`config.mk`:
```
export PLATFORM = sky130hd
export DESIGN_NAME = handshake_fifo_elastic
export DESIGN_NICKNAME = d
export VERILOG_FILES = /design/src/rtl/handshake_pkg.sv /design/src/rtl/handshake_fifo_ptr.sv /design/src/rtl/handshake_fifo_elastic.sv
export SDC_FILE = /design/constraint.sdc
export NUM_CORES = 1
export LEC_CHECK = 0
export BUFFER_PORTS_ARGS = -buffer_cell sky130_fd_sc_hd__buf_4
export CORE_ASPECT_RATIO = 1.5
export CORE_MARGIN = 5
export CORE_UTILIZATION = 53
export CTS_CLUSTER_SIZE = 16
export DETAILED_ROUTE_END_ITERATION = 10
export PLACE_DENSITY = 0.78
export SLEW_MARGIN = 25
export SYNTH_ARGS = -nofsm -noshare
export SYNTH_HDL_FRONTEND = slang
export SYNTH_SLANG_ARGS = --single-unit
export TNS_END_PERCENT = 100
```
`constraint.sdc`:
```
create_clock -name clk -period 2.35 [get_ports clk]
set_clock_uncertainty 0.05 [all_clocks]
set_input_delay 0.705 -clock clk [delete_from_list [all_inputs] [get_ports clk]]
set_output_delay 0.705 -clock clk [all_outputs]
set_load 0.1 [all_outputs]
```
`src/rtl/handshake_pkg.sv`:
```
// Shared constants and helpers for the handshake channel blocks.
package handshake_pkg;

    localparam int DEFAULT_DATA_WIDTH = 32;

    // Never returns 0, so a DEPTH of 1 still gets a 1-bit pointer.
    function automatic int clog2_safe(input int n);
        return (n <= 2) ? 1 : $clog2(n);
    endfunction

endpackage

```
`src/rtl/handshake_fifo_ptr.sv`:
```
// Wrap-around slot pointer: counts 0..DEPTH-1 and returns to 0, any DEPTH >= 1.
module handshake_fifo_ptr
    import handshake_pkg::*;
#(
    parameter  int DEPTH = 4,
    localparam int PTR_W = clog2_safe(DEPTH)
) (
    input  logic             clk,
    input  logic             rst,
    input  logic             i_inc,
    output logic [PTR_W-1:0] o_ptr
);

    logic [PTR_W-1:0] r_ptr;
    logic             w_at_last;

    // Explicit compare against DEPTH-1 rather than relying on natural overflow.
    assign w_at_last = (r_ptr == PTR_W'(DEPTH - 1));

    always_ff @(posedge clk or negedge rst) begin
        if (!rst) begin
            r_ptr <= '0;
        end else if (i_inc) begin
            r_ptr <= w_at_last ? '0 : r_ptr + PTR_W'(1);
        end
    end

    assign o_ptr = r_ptr;

endmodule

```
`src/rtl/handshake_fifo_elastic.sv`:
```
// Registered elastic FIFO that decouples valid/ready between the constant stages and their consumer.
module handshake_fifo_elastic
    import handshake_pkg::*;
#(
    parameter  int DATA_WIDTH = DEFAULT_DATA_WIDTH,
    parameter  int DEPTH      = 4,
    localparam int CNT_WIDTH  = $clog2(DEPTH + 1)
) (
    input  logic                  clk,
    input  logic                  rst,
    input  logic [DATA_WIDTH-1:0] ins,
    input  logic                  ins_valid,
    output logic                  ins_ready,
    output logic [DATA_WIDTH-1:0] outs,
    output logic                  outs_valid,
    input  logic                  outs_ready,
    output logic [CNT_WIDTH-1:0]  count
);

    localparam int PTR_W = clog2_safe(DEPTH);

    if (DEPTH < 1 || DEPTH > 256) begin : g_depth_check
        $error("handshake_fifo_elastic: DEPTH must be in 1..256");
    end

    logic [DATA_WIDTH-1:0] r_mem [DEPTH];
    logic [CNT_WIDTH-1:0]  r_count;
    logic [PTR_W-1:0]      w_wr_ptr;
    logic [PTR_W-1:0]      w_rd_ptr;
    logic                  w_push;
    logic                  w_pop;
    logic                  w_full;
    logic                  w_empty;

    // Handshake flags come only from r_count, so no input reaches an output combinationally.
    assign w_full  = (r_count == CNT_WIDTH'(DEPTH));
    assign w_empty = (r_count == '0);
    assign w_push  = ins_valid && !w_full;
    assign w_pop   = outs_ready && !w_empty;

    handshake_fifo_ptr #(.DEPTH(DEPTH)) u_wr_ptr (
        .clk   (clk),
        .rst   (rst),
        .i_inc (w_push),
        .o_ptr (w_wr_ptr)
    );

    handshake_fifo_ptr #(.DEPTH(DEPTH)) u_rd_ptr (
        .clk   (clk),
        .rst   (rst),
        .i_inc (w_pop),
        .o_ptr (w_rd_ptr)
    );

    always_ff @(posedge clk or negedge rst) begin
        if (!rst) begin
            for (int i = 0; i < DEPTH; i++) begin
                r_mem[i] <= '0;
            end
        end else if (w_push) begin
            r_mem[w_wr_ptr] <= ins;
        end
    end

    always_ff @(posedge clk or negedge rst) begin
        if (!rst) begin
            r_count <= '0;
        end else if (w_push && !w_pop) begin
            r_count <= r_count + CNT_WIDTH'(1);
        end else if (w_pop && !w_push) begin
            r_count <= r_count - CNT_WIDTH'(1);
        end
    end

    assign ins_ready  = !w_full;
    assign outs_valid = !w_empty;
    assign outs       = r_mem[w_rd_ptr];
    assign count      = r_count;

endmodule

```
==> qor.txt, run 1 <==
Final cycle utilization of the critical path: 108%
Failing checks: setup timing
Die area: 13,600 µm²
Mean Syn Cell Area: 17.2 µm²
First-pass GRT wire length: 20.3 mm
IO Port Bufs: 72
Die outline width: 96.8 µm
Util after Layout: 67.8%
Synth cell types: 17
Setup WS post-layout: -0.181 ns
Largest family of logic cells by synthesized area: multiplexers
Root buffer cell: clkbuf_16
Simple-gate share of the synthesized area: 1.34%
Area fraction in compound gates after synthesis: 0%
Final ANT Viol Nets: 0
Synth async-reset ratio: 100%
Core area: 11,100 µm²
Critical path's slowest cell: mux4_2
Post-Synth XOR/XNOR Area: 0.439%
# rows: 47
Synthesized-area fraction occupied by adder cells: 1.59%
Status: finished with violations
Initial antenna violation count: 0
Sequential share of the synthesized area: 56.4%
EDFF count, synth: 0
Wire per inst: 20.1 µm
Post-synth top cells: dfrtp_1, mux2_2, mux4_2
Initial Utilization: 54.2%
Synthesis-stage register bit count: 135
Count leader, synth: dfrtp_1
RSZ-0062 raised after global routing: true
Vias: 3,311
Post-Syn Nets: 392
Final GP Congestion: 0.709
Total clock buffers created by CTS: 17
DR iter-0 viols: 113
Cell Area, Synth: 5990 µm²
H-tree levels: 4
CP max FO: 13
Drt total wl: 12.1 mm
Final instance area: 7500 µm²
Nets: 483
Vert. Die Dim: 140 µm
Kind of critical path: reg2out
Relative slew slack: 67.0%
Placed instance area: 6800 µm²
Synth top area cells: dfrtp_1, mux2_2, mux4_2
Top-area cell type share of the netlist area: 56.4%
Tightest Pin Transition: 0.495 ns
Final setup TNS: -4.87 ns
Hold/Removal Path Class: in2async
Global-route usage over all layers: 19.1%
Slew Viols, Final: 0
Crit path DAT: 1.78 ns
First-pass detailed-route iteration total: 4
# hold bufs at CTS: 0
Top Ports: 73
Diode count: 0
Setup Viol. Count Final: 32
Gr ovfl total: 0
Clock latency at the later pin of the worst-skew pair: 0.40 ns
Critical Path Sink Type: primary output
CTS tree: done
Max Buffers Root-to-Sink: 2
Crit path largest cell delay: 0.53 ns
Clk slew on worst S/H paths: 0.05 ns
DP HPWL: 8.03 mm
Startpoint type of the worst setup path: flip-flop
Post-synthesis mux area share: 37.0%
Largest net degree at the start of global routing: 46
Yosys Warn Count: 0
Max Cap Viol: 0
Required @ worst endpoint: 1.59 ns
Post-Syn Instances: 349
Tmin final: 2.53 ns
CTS sink count: 135
Layout area overhead: 25.1%
Remaining DRCs: 0
Worst-path cell chain: buf_12 -> mux4_2 -> buf_6
Synth Flop Type: dfrtp_1
Synth area leader: dfrtp_1
Share of cells above drive strength 1: 65.8%
Vias in the first global route: 3,868
Fmax: 395 MHz
Post-DR vias/cell: 5.52
Hold Vio Cnt, Final: 0
cell families after synthesis:
| logic type | Yosys count |
|---|---|
| mux | 165 |
| flops | 135 |
| buf+inv | 24 |
| simple gates | 15 |
| fa+ha+maj | 7 |
| xor+xnor | 3 |
layout make-up:
class                   instances  area [µm²]
flip-flops and latches        135        3390
clock buffers                  23         458
well taps                     147         184
fillers                       784        3560
clock inverters                 9        78.8
inverters                       4        15.0
multi-input cells             190        2480
repair buffers                 92         896
state kept, by name (all words and copies together), names as in the netlist:
| signal | cells |
|---|---|
| u_rd_ptr.o_ptr | 2 |
| count | 3 |
| u_wr_ptr.o_ptr | 2 |
| r_mem | 128 |
final timing paths:
path | startpoint | endpoint | slack [ns] | cells past startpoint
setup / recovery | u_rd_ptr.o_ptr[0] | outs[9] | -0.18 | 3
hold / removal | rst | r_mem[94] | 0.23 | 1
setup reg to reg | count[0] | count[2] | 0.22 | 8
hold reg to reg | r_mem[46] | r_mem[46] | 0.45 | 1
max in group asynchronous | rst | u_rd_ptr.o_ptr[0] | 1.38 | 2
min in group clk | r_mem[46] | r_mem[46] | 0.45 | 1
worst max-delay path, delay by kind of cell, from the launching register on:
family / cells / cell delay (ns)
flip-flops: 1 / 0.44
multiplexers: 1 / 0.53
buffers and inverters: 2 / 0.39
layout by cell type, fill, tap and decap left out, types with 2 or more instances in the layout:
cell,instances
buf_4,50
nand2_1,4
xor2_1,2
buf_6,36
clkinvlp_4,2
clkbuf_16,17
nor2_4,4
dfrtp_1,131
clkinv_2,5
mux2_2,133
inv_1,4
ha_1,5
dfrtp_4,2
buf_12,5
dfrtp_2,2
mux4_2,32
nor2_1,3
clkbuf_1,5
per-stage QoR:
stage | hold slack (ns) | setup slack [ns] | instances
after floorplan | 0.359 | -0.00613 | 349
after global placement | 0.434 | 0.196 | 566
after detailed placement | 0.440 | 0.175 | 566
after CTS | 0.228 | -0.215 | 599
after global routing | 0.252 | -0.270 | 600
final | 0.225 | -0.181 | 600
layer usage:
layer | vias up | share of wire (%) | track usage (%)
met3 | 11 | 2.7 | 4.43
li1 | 1471 | - | -
met5 | - | 0 | 0
met4 | 0 | 1.3 | 6.43
met1 | 1772 | 41 | 23.0
met2 | 57 | 55 | 33.6
repair_timing:
action,in CTS,in global routing
endpoints found under the setup margin,33,34
setup buffers,1,1
gates resized for setup,36,2
gates cloned,0,0
Power of run 1 is not shown: default switching activity piles up to over one toggle a cycle in this logic, so the estimate is an artifact.
==> inputs of run 2 (changes only) <==
--- a/config.mk
+++ b/config.mk
@@ -11,6 +11,7 @@
 export CORE_UTILIZATION = 53
 export CTS_CLUSTER_SIZE = 16
 export DETAILED_ROUTE_END_ITERATION = 10
+export MAX_ROUTING_LAYER = met4
 export PLACE_DENSITY = 0.78
 export SLEW_MARGIN = 25
 export SYNTH_ARGS = -nofsm -noshare
==> run 2 against run 1 <==
Effect of this change: first-iteration DRC count rose by 15%; non-clock buffer count is the same; wire length rose by 0.53%; utilization is the same; global-route usage up 0.62 points; maximum frequency hardly changed; register-to-register slack is essentially flat; the flow still finishes with violations (setup timing); die area is the same; flip-flop and latch count unchanged; critical path depth is the same; via count is 0.42% higher.
==> qor.txt, run 2 (same netlist as run 1, synthesis figures left out) <==
Status: finished with violations
Failing checks: setup timing
Crit path buffers/inverters: 2 (unchanged)
Remaining DRCs: 0 (unchanged)
Startpoint type of the worst setup path: flip-flop
# rows: 47 (unchanged)
Dpl ws: 0.175 ns (unchanged)
CP delay by family, top: multiplexers
Initial Utilization: 54.2% (unchanged)
Hold/Removal Path Class: in2async
Tmin final: 2.53 ns (-0.00166 ns)
Crit path largest cell delay: 0.53 ns (about the same)
Vias in the first global route: 3,862 (-0.16%)
RSZ-0062 raised after global routing: true
Diode count: 0 (unchanged)
Global-route usage over all layers: 19.7% (+0.62 points)
Most common cell after layout, fill and taps aside: mux2_2
Total clock buffers created by CTS: 17 (unchanged)
Relative slew slack: 66.8% (-0.25 points)
Largest net degree at the start of global routing: 46 (unchanged)
Final GP Congestion: 0.716 (+1.1%)
Nets: 483 (unchanged)
Crit path DAT: 1.77 ns (about the same)
Clk slew on worst S/H paths: 0.05 ns (about the same)
First-pass detailed-route iteration total: 4 (unchanged)
CP Depth: 3 (unchanged)
Setup WS post-layout: -0.180 ns (+0.00166 ns)
GR Layer Usage met1: 23.4% (+0.37 points)
Hold Vio Cnt, Final: 0 (unchanged)
Drt total wl: 12.1 mm (+0.53%)
Wire per inst: 20.2 µm (+0.53%)
Vert. Die Dim: 140 µm (unchanged)
Placed insts: 566 (unchanged)
Root buffer cell: clkbuf_16
Layout area overhead: 25.1% (unchanged)
Clock latency at the later pin of the worst-skew pair: 0.40 ns (about the same)
Kind of critical path: reg2out
Util after Layout: 67.8% (unchanged)
DR iter-0 viols: 130 (+15%)
Top reg by flops: r_mem
Setup Viol. Count Final: 32 (unchanged)
Top Ports: 73 (unchanged)
Gr ovfl total: 0 (unchanged)
Critical path's slowest cell: mux4_2
Max FFs per register: 128 (unchanged)
Commonest non-fill, non-tap cells in the layout: mux2_2, dfrtp_1, buf_4
IO Port Bufs: 72 (unchanged)
Met2 usage: 33.6% (unchanged)
Max Cap Viol: 0 (unchanged)
CTS tree: done
Die outline width: 96.8 µm (unchanged)
Tightest Pin Transition: 0.499 ns (+0.00380 ns)
Final ANT Viol Nets: 0 (unchanged)
Core area: 11,100 µm² (unchanged)
Slew Viols, Final: 0 (unchanged)
Required @ worst endpoint: 1.59 ns (about the same)
Die area: 13,600 µm² (unchanged)
Met3 Use GR: 4.08% (-0.35 points)
Fmax: 395 MHz (about the same)
Final cycle utilization of the critical path: 108% (about the same)
Share of cells above drive strength 1: 65.8% (unchanged)
R2R cell count: 8 (unchanged)
Critical Path Sink Type: primary output
# hold bufs at CTS: 0 (unchanged)
CTS sink count: 135 (unchanged)
Vias: 3,325 (+0.42%)
First-pass GRT wire length: 20.3 mm (+0.17%)
Initial antenna violation count: 0 (unchanged)
DP HPWL: 8.03 mm (unchanged)
Final non-filler cell total: 600 (unchanged)
H-tree levels: 4 (unchanged)
Post-DR vias/cell: 5.54 (+0.42%)
Worst-path cell chain: buf_12 -> mux4_2 -> buf_6
CP max FO: 13 (unchanged)
Top Usage Layer GRT: met2
Max Buffers Root-to-Sink: 2 (unchanged)
[run 2: cell counts in the layout (fill, tap and decap cells not counted)]
Identical to the previous run, type by type.
[run 2: repair_timing]
action	4_1_cts	5_1_grt
gates cloned	0	0
setup buffers	1	1
hold endpoints to repair	0	0
endpoints found under the setup margin	33	34
gates resized for setup	36	2
[run 2: final timing paths]
kind / from / to / slack, ns
worst max-delay path: u_rd_ptr.o_ptr[0] / outs[0] / -0.18
worst min-delay path: rst / r_mem[94] / 0.23
worst max register to register: count[0] / count[2] / 0.22
worst min register to register: r_mem[46] / r_mem[46] / 0.45
max in group asynchronous: rst / u_rd_ptr.o_ptr[0] / 1.38
min in group clk: r_mem[46] / r_mem[46] / 0.45
[run 2: routing by layer]
| metal | up-vias | part of all wire [%] |
|---|---|---|
| li1 | 1471 | - |
| met1 | 1781 | 41 |
| met2 | 62 | 55 |
| met3 | 11 | 2.4 |
| met4 | 0 | 1.3 |
| met5 | - | 0 |
[run 2: worst register-to-register path: stages, from the launching register on]
cell     delay, ns
dfrtp_4       0.52
or3_4         0.41
nand2_4       0.10
ha_4          0.14
inv_1         0.05
fa_2          0.33
xor2_1        0.15
nor2_1        0.12
xor2_1        0.16
[run 2: final cells by class]
cell class	instances	area, µm²
Clock buffer	23	458
Clock inverter	9	78.8
Fill cell	784	3560
Inverter	4	15.0
Multi-Input combinational cell	190	2480
Sequential cell	135	3390
Tap cell	147	184
Timing Repair Buffer	92	896
[run 2: stage by stage]
step                      hold slack, ns  setup TNS [ns]  instance area (µm²)
final                              0.227           -4.87                 7500
after detailed placement           0.440               0                 6800
after CTS                          0.228           -5.96                 7480
after floorplan                    0.359        -0.00613                 6030
after global placement             0.434               0                 6800
after global routing               0.257           -7.35                 7500
Power of run 2 is left out for the same reason.
